File: config.mk
export PLATFORM = sky130hd
export DESIGN_NAME = ysyx_041461_mem_lsu
export DESIGN_NICKNAME = d
export VERILOG_FILES = /design/src/rtl/ysyx_041461_mem_lsu.sv
export SDC_FILE = /design/constraint.sdc
export NUM_CORES = 1
export LEC_CHECK = 0
export CAP_MARGIN = 20
export CORE_AREA = 2 2 158 160
export CTS_BUF_LIST = sky130_fd_sc_hd__clkbuf_4 sky130_fd_sc_hd__clkbuf_8
export CTS_CLUSTER_SIZE = 16
export DETAILED_ROUTE_END_ITERATION = 8
export DIE_AREA = 0 0 160 162
export PLACE_DENSITY = 0.91
export SYNTH_ARGS = -nofsm -noshare
export SYNTH_HDL_FRONTEND = slang
export SYNTH_SLANG_ARGS = --single-unit
File: constraint.sdc
create_clock -name clk -period 4.95 [get_ports clk]
set_input_delay 0.99 -clock clk [delete_from_list [all_inputs] [get_ports clk]]
set_output_delay 0.99 -clock clk [all_outputs]
set_load 0.01 [all_outputs]
File: src/rtl/ysyx_041461_mem_lsu.sv
// ysyx_041461_mem_lsu
// MEM-stage load/store unit. Takes the MEM pipeline register contents and
// drives one data-memory access at a time over a valid/ready request bus
// with a valid-only response. Holds the pipeline through lsu_stall until the
// access completes, then returns extended load data with a one-cycle
// lsu_done pulse.
//
// Ports
//   clk, rst_n       clock, asynchronous active-low reset
//   lsu_valid_in     MEM register holds a valid instruction
//   lsu_ctrl_in[3:0] access kind (LB..LD, LBU..LWU, SB..SD, others NOP)
//   lsu_addr_in      effective byte address
//   lsu_wdata_in     store data, low bytes significant
//   lsu_flush        kill the current access
//   mem_req_*        request channel (valid/ready, doubleword address,
//                    write enable, lane-shifted strobes and data)
//   mem_rsp_*        response channel (valid, aligned 64-bit read data)
//   lsu_stall        hold the upstream pipeline register
//   lsu_done         one-cycle completion pulse
//   lsu_rdata        extended load result, valid with lsu_done
//   lsu_trap         00 none, 01 misaligned, 10 access fault, valid with lsu_done
//
// state  | meaning
// S_IDLE | no access in flight; decode the MEM register contents
// S_REQ  | request presented, waiting for mem_req_ready
// S_WAIT | request accepted, waiting for response or timeout
// S_DONE | completion pulse to WB, pipeline released
module ysyx_041461_mem_lsu #(
  parameter int unsigned TIMEOUT_CYC = 256
) (
  input  logic        clk,
  input  logic        rst_n,
  input  logic        lsu_valid_in,
  input  logic [3:0]  lsu_ctrl_in,
  input  logic [63:0] lsu_addr_in,
  input  logic [63:0] lsu_wdata_in,
  input  logic        lsu_flush,
  output logic        mem_req_valid,
  input  logic        mem_req_ready,
  output logic [63:0] mem_req_addr,
  output logic        mem_req_wen,
  output logic [7:0]  mem_req_wstrb,
  output logic [63:0] mem_req_wdata,
  input  logic        mem_rsp_valid,
  input  logic [63:0] mem_rsp_rdata,
  output logic        lsu_stall,
  output logic        lsu_done,
  output logic [63:0] lsu_rdata,
  output logic [1:0]  lsu_trap
);

  localparam int CW = (TIMEOUT_CYC < 2) ? 1 : $clog2(TIMEOUT_CYC + 1);
  localparam logic [CW-1:0] TO_LOAD = CW'(TIMEOUT_CYC);
  localparam logic [CW-1:0] TO_LAST = CW'(1);

  localparam logic [1:0] TRAP_NONE  = 2'b00;
  localparam logic [1:0] TRAP_MISAL = 2'b01;
  localparam logic [1:0] TRAP_FAULT = 2'b10;

  typedef enum logic [1:0] {S_IDLE, S_REQ, S_WAIT, S_DONE} state_e;

  state_e         state_q, state_d;
  logic [63:0]    addr_q, addr_d;
  logic           wen_q, wen_d;
  logic [7:0]     wstrb_q, wstrb_d;
  logic [63:0]    wdata_q, wdata_d;
  logic [1:0]     size_q, size_d;
  logic           uns_q, uns_d;
  logic [2:0]     off_q, off_d;
  logic           killed_q, killed_d;
  logic [CW-1:0]  cnt_q, cnt_d;
  logic [63:0]    rdata_q, rdata_d;
  logic [1:0]     trap_q, trap_d;

  // decode of the incoming instruction
  logic           dec_load, dec_store, dec_uns;
  logic [1:0]     dec_size;
  logic           dec_misal, acc_any, acc_ok;
  logic [7:0]     dec_strb;

  always_comb begin
    dec_load  = 1'b0;
    dec_store = 1'b0;
    dec_uns   = 1'b0;
    dec_size  = 2'd0;
    case (lsu_ctrl_in)
      4'b0001: begin dec_load = 1'b1; dec_size = 2'd0; end
      4'b0010: begin dec_load = 1'b1; dec_size = 2'd1; end
      4'b0011: begin dec_load = 1'b1; dec_size = 2'd2; end
      4'b0100: begin dec_load = 1'b1; dec_size = 2'd3; end
      4'b0101: begin dec_load = 1'b1; dec_size = 2'd0; dec_uns = 1'b1; end
      4'b0110: begin dec_load = 1'b1; dec_size = 2'd1; dec_uns = 1'b1; end
      4'b0111: begin dec_load = 1'b1; dec_size = 2'd2; dec_uns = 1'b1; end
      4'b1000: begin dec_store = 1'b1; dec_size = 2'd0; end
      4'b1001: begin dec_store = 1'b1; dec_size = 2'd1; end
      4'b1010: begin dec_store = 1'b1; dec_size = 2'd2; end
      4'b1011: begin dec_store = 1'b1; dec_size = 2'd3; end
      default: ;
    endcase

    case (dec_size)
      2'd1:    dec_misal = lsu_addr_in[0];
      2'd2:    dec_misal = |lsu_addr_in[1:0];
      2'd3:    dec_misal = |lsu_addr_in[2:0];
      default: dec_misal = 1'b0;
    endcase

    case (dec_size)
      2'd0:    dec_strb = 8'h01;
      2'd1:    dec_strb = 8'h03;
      2'd2:    dec_strb = 8'h0F;
      default: dec_strb = 8'hFF;
    endcase

    acc_any = lsu_valid_in && (dec_load || dec_store);
    acc_ok  = acc_any && !dec_misal;
  end

  // response lane extraction and extension
  logic [63:0] rsp_sh, rsp_ext;

  always_comb begin
    rsp_sh = mem_rsp_rdata >> {off_q, 3'b000};
    case (size_q)
      2'd0:    rsp_ext = uns_q ? {56'b0, rsp_sh[7:0]}  : {{56{rsp_sh[7]}},  rsp_sh[7:0]};
      2'd1:    rsp_ext = uns_q ? {48'b0, rsp_sh[15:0]} : {{48{rsp_sh[15]}}, rsp_sh[15:0]};
      2'd2:    rsp_ext = uns_q ? {32'b0, rsp_sh[31:0]} : {{32{rsp_sh[31]}}, rsp_sh[31:0]};
      default: rsp_ext = rsp_sh;
    endcase
    if (wen_q) rsp_ext = 64'b0;
  end

  logic timeout_hit;
  assign timeout_hit = (TIMEOUT_CYC != 0) && (cnt_q == TO_LAST);

  // next-state
  always_comb begin
    state_d  = state_q;
    addr_d   = addr_q;
    wen_d    = wen_q;
    wstrb_d  = wstrb_q;
    wdata_d  = wdata_q;
    size_d   = size_q;
    uns_d    = uns_q;
    off_d    = off_q;
    killed_d = killed_q;
    cnt_d    = cnt_q;
    rdata_d  = rdata_q;
    trap_d   = trap_q;

    case (state_q)
      S_IDLE: begin
        killed_d = 1'b0;
        if (acc_ok && !lsu_flush) begin
          state_d = S_REQ;
          addr_d  = {lsu_addr_in[63:3], 3'b000};
          wen_d   = dec_store;
          wstrb_d = dec_store ? (dec_strb << lsu_addr_in[2:0]) : 8'h00;
          wdata_d = dec_store ? (lsu_wdata_in << {lsu_addr_in[2:0], 3'b000}) : 64'b0;
          size_d  = dec_size;
          uns_d   = dec_uns;
          off_d   = lsu_addr_in[2:0];
        end
      end
      S_REQ: begin
        // acceptance wins over flush: the memory already owns the request
        if (mem_req_ready) begin
          state_d  = S_WAIT;
          cnt_d    = TO_LOAD;
          killed_d = lsu_flush;
        end else if (lsu_flush) begin
          state_d = S_IDLE;
        end
      end
      S_WAIT: begin
        if (lsu_flush) killed_d = 1'b1;
        if (TIMEOUT_CYC != 0) cnt_d = cnt_q - TO_LAST;
        if (mem_rsp_valid) begin
          state_d = (killed_q || lsu_flush) ? S_IDLE : S_DONE;
          rdata_d = rsp_ext;
          trap_d  = TRAP_NONE;
          cnt_d   = '0;
        end else if (timeout_hit) begin
          state_d = (killed_q || lsu_flush) ? S_IDLE : S_DONE;
          rdata_d = 64'b0;
          trap_d  = TRAP_FAULT;
          cnt_d   = '0;
        end
      end
      S_DONE: begin
        state_d  = S_IDLE;
        killed_d = 1'b0;
      end
      default: state_d = S_IDLE;
    endcase
  end

  always_ff @(posedge clk or negedge rst_n) begin
    if (!rst_n) begin
      state_q  <= S_IDLE;
      addr_q   <= 64'b0;
      wen_q    <= 1'b0;
      wstrb_q  <= 8'b0;
      wdata_q  <= 64'b0;
      size_q   <= 2'd0;
      uns_q    <= 1'b0;
      off_q    <= 3'd0;
      killed_q <= 1'b0;
      cnt_q    <= '0;
      rdata_q  <= 64'b0;
      trap_q   <= 2'b0;
    end else begin
      state_q  <= state_d;
      addr_q   <= addr_d;
      wen_q    <= wen_d;
      wstrb_q  <= wstrb_d;
      wdata_q  <= wdata_d;
      size_q   <= size_d;
      uns_q    <= uns_d;
      off_q    <= off_d;
      killed_q <= killed_d;
      cnt_q    <= cnt_d;
      rdata_q  <= rdata_d;
      trap_q   <= trap_d;
    end
  end

  // outputs; the combinational ones are qualified by rst_n so that every
  // output is 0 while reset is asserted, even with an access on the inputs
  logic done_fsm, done_mis;

  always_comb begin
    done_fsm = (state_q == S_DONE) && !lsu_flush;
    done_mis = (state_q == S_IDLE) && acc_any && dec_misal && !lsu_flush;

    mem_req_valid = (state_q == S_REQ);
    mem_req_addr  = addr_q;
    mem_req_wen   = wen_q;
    mem_req_wstrb = wstrb_q;
    mem_req_wdata = wdata_q;

    lsu_stall = rst_n && acc_ok && !lsu_flush && !killed_q && (state_q != S_DONE);
    lsu_done  = rst_n && (done_fsm || done_mis);
    lsu_rdata = done_fsm ? rdata_q : 64'b0;
    if (!rst_n)        lsu_trap = TRAP_NONE;
    else if (done_fsm) lsu_trap = trap_q;
    else if (done_mis) lsu_trap = TRAP_MISAL;
    else               lsu_trap = TRAP_NONE;
  end

endmodule

==> reports/metrics.yaml <==
status: "finished clean"
synth.largest_area_cell: "dfrtp_1"
highest_layer: "met5"
ys_ff_latch: 217
critPathSlowestCell: "clkdlybuf4s50_1"
finalSetupTns_ns: 0
max_freq_mhz: 213
track_usage_pct: 33.4
post_dp_cell_area_um2: 16500
placedCellCount: 1820
wl_met2_um: 22700
netlist_instances: 1182
ctsHoldBuffers: 0
slew_viol_final: 0
hold_violations: 0
nets: 1740
synthesis.area_um2: 12400
drive_above_1_share_pct: 14.0
cp_common_cell: "clkdlybuf4s50_1"
syn_to_final_growth_pct: 40.3
cts_root_buf: "clkbuf_8"
routedWlPerCell_um: 23.6
hpwl_um: 31800
drc: 0
design_area_um2: 17400
peakVddDrop_mv: 0.373
io_buffers: 404
clkTransAtPathRegs_ns: 0.07
syn-mean-instance-area_um2: 10.5
path_buf_inv: 2
maxCapViolations: 0
wl_um: 44600
cp_max_fo: 9
cp_cell_sequence: "clkdlybuf4s50_1, nor2b_2, a2111oi_1, o41a_4, nor2_1, nor4b_1, clkdlybuf4s50_1"
cts.sink_count: 217
synth_cell_types: 67
die_x_um: 160
drt_iter0_markers: 1132
pwr_density_cell_nw_per_um2: 495
rsz0062_at_grt: "false"
initial_core_util_pct: 51.3
layout_common_cells: "clkdlybuf4s50_1 (400), dfrtp_1 (215), mux2i_1 (115), nand2_1 (101), o21ai_0 (96)"
synthFlopType: "dfrtp_1"
cp_slowest_stage_delay_ns: 0.62
wl_met3_um: 4150
relSlewSlack_pct: 29.8
ys_seq_area_share_pct: 43.9
hp-class: "input port to async pin"
synth_warnings: 0
skew_ns: 0.0434
max_slew.worst_pin.slew_ns: 1.05
grt_pass1_wl_um: 67000
htreeDepth: 2
die_y_um: 162
power.leakage_nw: 7.46
ios: 408
synth_area_leaders: "dfrtp_1 (44%), mux2i_1 (9.3%), mux2_2 (6.9%)"
cp_data_arrival_time_ns: 3.71
required_ns: 3.96
period_share_pct: 95.0
postRouteAntennaNets: 0
end_kind: "primary output"
cts.repair.resized: 0
first_pass_iters: 5
fp-row-count: 57
post_cts_buffers: 0
antenna_found_initial: 2
async_reset_ff_share_pct: 100
synth_top_area_share_pct: 43.9
dieArea_um2: 25900
cts.path.max_buffers: 3
first_global_vias: 11600
viasPerCell: 6.14
cts_buffers: 37
critical_path.top_delay_family: "buffers and inverters"
wl_met1_um: 15800
gp_congestion: 0.974
fin_cells: 1889
coreArea_um2: 24100
grt_max_degree: 159
cp-start-kind: "input port"
whs_ns: 0.358
critical_path_class: "input port to primary output"
overflow: 0
final_common_cell: "clkdlybuf4s50_1"
clk_latency_ns: 0.55
synth-edff-count: 0
vias: 11600
setup_viol: 0
tritoncts: "done"
fin_crit_ns: 4.70
sequential cells by signal, indices dropped and copies added (netlist names):
register	cells
cnt_q	9
killed_q	1
mem_req_addr	61
mem_req_wdata	64
mem_req_wen	1
mem_req_wstrb	8
off_q	3
rdata_q	64
size_q	2
state_q	2
trap_q	1
uns_q	1
synthesized netlist by cell type (all sizes together) (3+ instances only):
| library cell | number |
|---|---|
| dfrtp | 217 |
| mux2i | 115 |
| nand2 | 102 |
| o21ai | 98 |
| mux2 | 88 |
| and2 | 71 |
| nor2 | 63 |
| buf | 62 |
| a22o | 53 |
| clkbuf | 48 |
| a21oi | 40 |
| o22ai | 29 |
| a221o | 22 |
| o2bb2ai | 20 |
| mux4 | 18 |
| nand3 | 11 |
| nor2b | 11 |
| o31ai | 10 |
| nand2b | 8 |
| o32ai | 8 |
| a2bb2oi | 7 |
| inv | 7 |
| a211oi | 6 |
| a21o | 6 |
| nor3 | 6 |
| or2 | 5 |
| or3 | 4 |
| a221oi | 3 |
| a31oi | 3 |
| and3 | 3 |
| nand3b | 3 |
| nor4b | 3 |
path summary, 6_finish.rpt:
path | start | endpoint | slack [ns] | cells after the start
max reg2reg | off_q[1] | rdata_q[21] | 1.75 | 6
max in group asynchronous | rst_n | mem_req_wdata[25] | 3.31 | 2
min | rst_n | mem_req_wen | 0.36 | 1
max | lsu_ctrl_in[3] | lsu_stall | 0.25 | 7
min in group clk | rdata_q[4] | rdata_q[4] | 0.47 | 2
min reg2reg | rdata_q[4] | rdata_q[4] | 0.47 | 2
cells by family (layout without fill, tap and decap cells):
group	after synthesis	after routing	synth area share [%]
AND/OR/NAND/NOR	300	300	12.2
adder cells (fa/ha/maj)	2	2	0.202
multiplexers	221	221	20.9
flip-flops	217	217	43.9
AO/OA/AOI/OAI	324	324	18.4
other	1	4	0.0303
buffers and inverters	117	497	4.41
per-stage QoR:
step	setup slack (ns)	util [%]	total power, mW
after floorplan	1.45	-	4.98
after global placement	0.376	68.4	6.48
after detailed placement	0.244	68.4	6.62
after CTS	0.221	71.9	8.55
after global routing	0.0498	72.0	8.98
final	0.247	72.0	8.60
where the power goes:
| group | total (mW) | switching, mW | internal, mW |
|---|---|---|---|
| Clock | 1.87 | 0.794 | 1.08 |
| Combinational | 3.75 | 1.81 | 1.93 |
| Sequential | 2.98 | 0.557 | 2.42 |
per-layer routing:
| metal | vias to the layer above | GRT usage [%] |
|---|---|---|
| met5 | - | 0 |
| met4 | 2 | 15.8 |
| met3 | 144 | 8.38 |
| met2 | 731 | 59.2 |
| met1 | 5651 | 37.9 |
| li1 | 5074 | - |
final cells by class:
class | instances | area (um^2)
antenna | 1 | 2.50
clock buffer | 53 | 698
clock inverter | 14 | 159
fill | 1674 | 6740
inverter | 7 | 26.3
multi-input combinational | 850 | 6430
sequential | 217 | 5430
tap | 324 | 405
timing repair buffer | 423 | 4210
(Power assumes the default switching activity.)
